## config.mk

```make
export PLATFORM = sky130hd
export DESIGN_NAME = spi_ram_master
export DESIGN_NICKNAME = d
export VERILOG_FILES = /design/src/rtl/spi_ram_master.sv
export SDC_FILE = /design/constraint.sdc
export NUM_CORES = 1
export LEC_CHECK = 0
export ABC_CLOCK_PERIOD_IN_PS = 2140
export CAP_MARGIN = 20
export CORE_AREA = 8 8 60 62
export DETAILED_ROUTE_END_ITERATION = 12
export DIE_AREA = 0 0 68 70
export DONT_BUFFER_PORTS = 1
export GPL_TIMING_DRIVEN = 0
export PLACE_DENSITY = 0.77
export SLEW_MARGIN = 20
export SYNTH_ARGS = -nofsm -noshare
export SYNTH_HDL_FRONTEND = slang
export SYNTH_SLANG_ARGS = --single-unit
```

## constraint.sdc

```tcl
create_clock -name clk -period 2.14 [get_ports clk]
set_input_delay 0.107 -clock clk [delete_from_list [all_inputs] [get_ports clk]]
set_output_delay 0.107 -clock clk [all_outputs]
set_load 0.01 [all_outputs]
```

## src/rtl/spi_ram_master.sv

```systemverilog
//==============================================================================
// Module      : spi_ram_master
// Description : SPI master issuing one command frame per request to an SPI RAM
//               slave, with an optional read-back of one data byte.
// Revision    : 1.0 - initial release
//==============================================================================
`default_nettype none

module spi_ram_master #(
    parameter int MEM_WIDTH = 8,
    parameter int RD_LAT    = 2
) (
    input  logic                 clk,
    input  logic                 rst,
    input  logic                 cmd_valid,
    output logic                 cmd_ready,
    input  logic [1:0]           cmd_op,
    input  logic [MEM_WIDTH-1:0] cmd_data,
    output logic                 rsp_valid,
    output logic [MEM_WIDTH-1:0] rsp_data,
    output logic                 busy,
    output logic                 SS_n,
    output logic                 MOSI,
    input  logic                 MISO
);

    localparam int c_SR_W = MEM_WIDTH + 2;

    localparam logic [2:0] c_IDLE    = 3'd0;
    localparam logic [2:0] c_START   = 3'd1;
    localparam logic [2:0] c_SEL     = 3'd2;
    localparam logic [2:0] c_SHIFT   = 3'd3;
    localparam logic [2:0] c_WAIT_RD = 3'd4;
    localparam logic [2:0] c_RECV    = 3'd5;
    localparam logic [2:0] c_END     = 3'd6;

    localparam logic [3:0] c_SHIFT_LAST = 4'(c_SR_W - 1);
    localparam logic [3:0] c_WAIT_LAST  = 4'(RD_LAT - 1);
    localparam logic [3:0] c_RECV_LAST  = 4'(MEM_WIDTH - 1);

    logic [2:0]           r_state;
    logic [3:0]           r_cnt;
    logic [c_SR_W-1:0]    r_sr;
    logic [MEM_WIDTH-1:0] r_rx;
    logic                 r_rd;
    logic                 r_rsp_valid;
    logic [MEM_WIDTH-1:0] r_rsp_data;
    logic                 r_ss_n;
    logic                 r_mosi;

    logic [2:0]           w_next_state;
    logic [3:0]           w_cnt_next;
    logic                 w_accept;
    logic [MEM_WIDTH-1:0] w_rx_next;

    assign cmd_ready = (r_state == c_IDLE) && !rst;
    assign w_accept  = cmd_valid && cmd_ready;
    assign busy      = (r_state != c_IDLE);
    assign rsp_valid = r_rsp_valid;
    assign rsp_data  = r_rsp_data;
    assign SS_n      = r_ss_n;
    assign MOSI      = r_mosi;
    assign w_rx_next = {r_rx[MEM_WIDTH-2:0], MISO};

    // Counted states load their terminal count on entry and advance at zero.
    always_comb begin
        w_next_state = r_state;
        w_cnt_next   = (r_cnt != 4'd0) ? r_cnt - 4'd1 : r_cnt;
        case (r_state)
            c_IDLE:  if (w_accept) w_next_state = c_START;
            c_START: w_next_state = c_SEL;
            c_SEL: begin
                w_next_state = c_SHIFT;
                w_cnt_next   = c_SHIFT_LAST;
            end
            c_SHIFT: begin
                if (r_cnt == 4'd0) begin
                    if (r_rd) begin
                        w_next_state = c_WAIT_RD;
                        w_cnt_next   = c_WAIT_LAST;
                    end else begin
                        w_next_state = c_END;
                    end
                end
            end
            c_WAIT_RD: begin
                if (r_cnt == 4'd0) begin
                    w_next_state = c_RECV;
                    w_cnt_next   = c_RECV_LAST;
                end
            end
            c_RECV:  if (r_cnt == 4'd0) w_next_state = c_END;
            c_END:   w_next_state = c_IDLE;
            default: w_next_state = c_IDLE;
        endcase
    end

    // SS_n/MOSI are computed from the next state so the pins line up with it.
    always_ff @(posedge clk) begin
        if (rst) begin
            r_state     <= c_IDLE;
            r_cnt       <= 4'd0;
            r_sr        <= '0;
            r_rx        <= '0;
            r_rd        <= 1'b0;
            r_rsp_valid <= 1'b0;
            r_rsp_data  <= '0;
            r_ss_n      <= 1'b1;
            r_mosi      <= 1'b0;
        end else begin
            r_state     <= w_next_state;
            r_cnt       <= w_cnt_next;
            r_rsp_valid <= 1'b0;
            r_mosi      <= 1'b0;
            r_ss_n      <= (w_next_state == c_IDLE) || (w_next_state == c_END);
            if (w_accept) begin
                r_sr <= {cmd_op, cmd_data};
                r_rd <= (cmd_op == 2'b11);
            end
            if (r_state == c_RECV) r_rx <= w_rx_next;
            case (w_next_state)
                c_SEL:   r_mosi <= r_sr[c_SR_W-1];
                c_SHIFT: begin
                    r_mosi <= r_sr[c_SR_W-1];
                    r_sr   <= r_sr << 1;
                end
                c_END: begin
                    if (r_state == c_RECV) begin
                        r_rsp_valid <= 1'b1;
                        r_rsp_data  <= w_rx_next;
                    end
                end
                default: ;
            endcase
        end
    end

endmodule

`default_nettype wire

```

==> metrics <==
status finished clean; post-synthesis compound-gate area fraction 0.185; Starting Density 0.584; Fin Hold WS 0.0214 ns; DR pass1 iterations 4; Post-DP HPWL 2.48 mm; Netlist Area Pre-Place 0.00155 mm2; Period minus WS final 1.93 ns; Hold Crit Depth 3; Fin. Hold Viols 0; Worst Hold Path EP r_sr[9]; placeable core region 0.00266 mm2; YS warnings 0; largest net degree at the start of global routing 11; Yosys top cell by area dfxtp_1; GRT Total Usage 0.156; DR vias/cell 6.03; GRT overflow 0; Fmax achieved 519 MHz; fin cells 239; post-synthesis net count 203; critical path arrival 2.20 ns; top-area cell type share of the netlist area 0.464; I/O Buffers 0; multi-input logic area 749 um2; max_slew headroom 0.673; Synth Area in Adders 0.00805; hold crit path type input pin to flop; setup TNS 0 ns; Setup-failing EPs final 0; Die W 68 um; Worst setup EP type flop; count leader, synth dfxtp_1; CTS Buf Count 5; Max VDD drop 0.801 mV; number of fill cells 235; register area share after synthesis 0.464; P per Cell Area 980 mW/mm2; worst-path fanout max 10; # diodes 0; drt total wl 3.69 mm; first-pass GRT wire length 6.02 mm; worst reg-to-reg path cell count 5; chip height 70 um; maxcap violations 0; nets@finish 223; H-tree levels 2; Routed Antenna Nets 0; critical setup path kind flop to flop; Syn-to-layout area delta 14.4%; crit path cell chain nor4_4 > buf_2 > nand4_1 > dlygate4sd3_1 > a21oi_1; slowest CP cell dlygate4sd3_1; nature of the critical path startpoint flop; hold wc startpoint cmd_valid; Slew Limit Fails 0; DR WL/cell 15.4 um; clk slew on worst S/H paths 0.10 ns; worst r2r src r_state[0]; DP Area 0.00159 mm2; CP required 2.41 ns; top post-synthesis cells by count dfxtp_1, nand2_1, nand3_1; I/O pins 27; gpl congestion 0.831; RR Endpoint r_rd; # Post-CTS Setup Buffers 0; Main synth FF type dfxtp_1; Synth Instances 188; Worst-Margin Slew 0.490 ns; root buffer cell clkbuf_4; total area of sequential cells 721 um2; unrepaired setup endpoints after global routing false; simple-gate area share of the yosys netlist 0.278; Final Cycle Share 0.900; EDFF count, synth 0; post-synthesis mux area share 0; DR vias 1442; DR iter-0 viols 96; r2r setup slk 0.21 ns; worst-case clock buffer depth 2; top post-synthesis cells by area dfxtp_1, nand3_1, nand2_1; DRC errors left 0; Placed Instances 219; share of layout cells above drive strength 1 0.0865; num rows 19; clk_skew 0.0118 ns; vias in the first global route 1367; CP max stage delay 0.59 ns; Syn Area/Cell 8.27 um2; post-synth cell types 34; die area 0.00476 mm2; initial antenna violation count 0; clk_lat worst skew 0.33 ns; final design area excluding fillers 0.00178 mm2; largest family of logic cells by synthesized area simple AND/OR/NAND/NOR gates; asr flop ratio synth 0; static leakage 0.622 nW; clock sink count 36; xor-xnor portion of the synthesized cell area 0.00564; CTS tree yes; flops & latches, synth 36
[metrics by stage]
stage	worst slack (ns)	total power, mW	util
6_report	0.213	1.74	0.668
4_1_cts	0.164	1.74	0.664
3_3_place_gp	0.340	1.36	0.598
2_1_floorplan	0.466	1.28	-
3_5_place_dp	0.305	1.39	0.598
5_1_grt	0.0887	1.84	0.668
[cells in the final DEF, fill, tap and decap left out, types with 2 or more instances in the layout]
cell type      netlist  final
dfxtp_1             36     36
nand2_1             29     29
nand3_1             26     26
a21oi_1             20     20
nor2_1              16     16
dlygate4sd3_1        0     13
clkbuf_1             8      9
a311oi_1             9      9
buf_2                5      5
clkbuf_4             0      5
inv_1                4      4
o21ai_0              4      4
or3_1                2      2
nor2b_1              2      2
nand3b_1             2      2
buf_6                2      2
and3_1               2      2
a211oi_1             2      2
nor3_1               2      2
[power by group]
part	internal (mW)	switching (mW)	leakage (nW)	total, mW
sequential	0.761	0.0779	0.293	0.839
clock	0.121	0.208	0.0281	0.329
combinational	0.250	0.325	0.300	0.575
[registers in the layout (all words and copies together), names as in the netlist]
signal and cells:
r_state 3, SS_n 1, rsp_valid 1, r_rx 7, rsp_data 8, MOSI 1, r_rd 1, r_cnt 4
r_sr 10
[worst max path at each step]
stage | startpoint | endpoint | slack (ns) | cells after the start
CTS | r_state[0] | r_rd | 0.16 | 5
global placement | r_cnt[0] | r_sr[9] | 0.34 | 7
detailed placement | r_cnt[0] | r_sr[9] | 0.30 | 7
floorplan | r_cnt[0] | r_cnt[0] | 0.47 | 7
finish | r_state[0] | r_rd | 0.21 | 5
global route | r_state[0] | r_rd | 0.09 | 5
[cells by family (layout without fill, tap and decap cells)]
| family | count (synthesis) | count (layout) |
|---|---|---|
| AO/OA/AOI/OAI | 42 | 42 |
| XOR/XNOR | 1 | 1 |
| adder cells (fa/ha/maj) | 1 | 1 |
| buffers and inverters | 19 | 39 |
| flip-flops | 36 | 36 |
| AND/OR/NAND/NOR | 89 | 89 |
[repair_timing]
| item | in CTS | in global routing |
|---|---|---|
| hold buffers | 13 | 0 |
| gates resized for setup | 0 | 1 |
| endpoints found under the hold margin | 13 | 0 |
| setup endpoints to repair | 0 | 1 |
[cell type report]
class,instances,share of cell area
tap,31,0.0218
timing repair buffer,13,0.0732
sequential,36,0.405
clock inverter,1,0.00281
multi-input combinational,133,0.422
buffer,15,0.0436
inverter,4,0.00844
clock buffer,6,0.0232
[worst max-delay path: cells and delay by family, from the launching register on]
kind / cells / cell delay [ns]
flops: 1 / 0.41
simple gates: 2 / 0.42
compound gates: 1 / 0.14
buf+inv: 2 / 0.89
[metal layers]
metal	vias up	wire length, um	part of all wire	track usage
met5	-	0	0	0
met4	0	81	0.022	0.0569
met3	9	283	0.077	0.0606
met2	42	1860	0.50	0.256
met1	687	1470	0.40	0.176
li1	704	-	-	-
(Power assumes the default switching activity.)
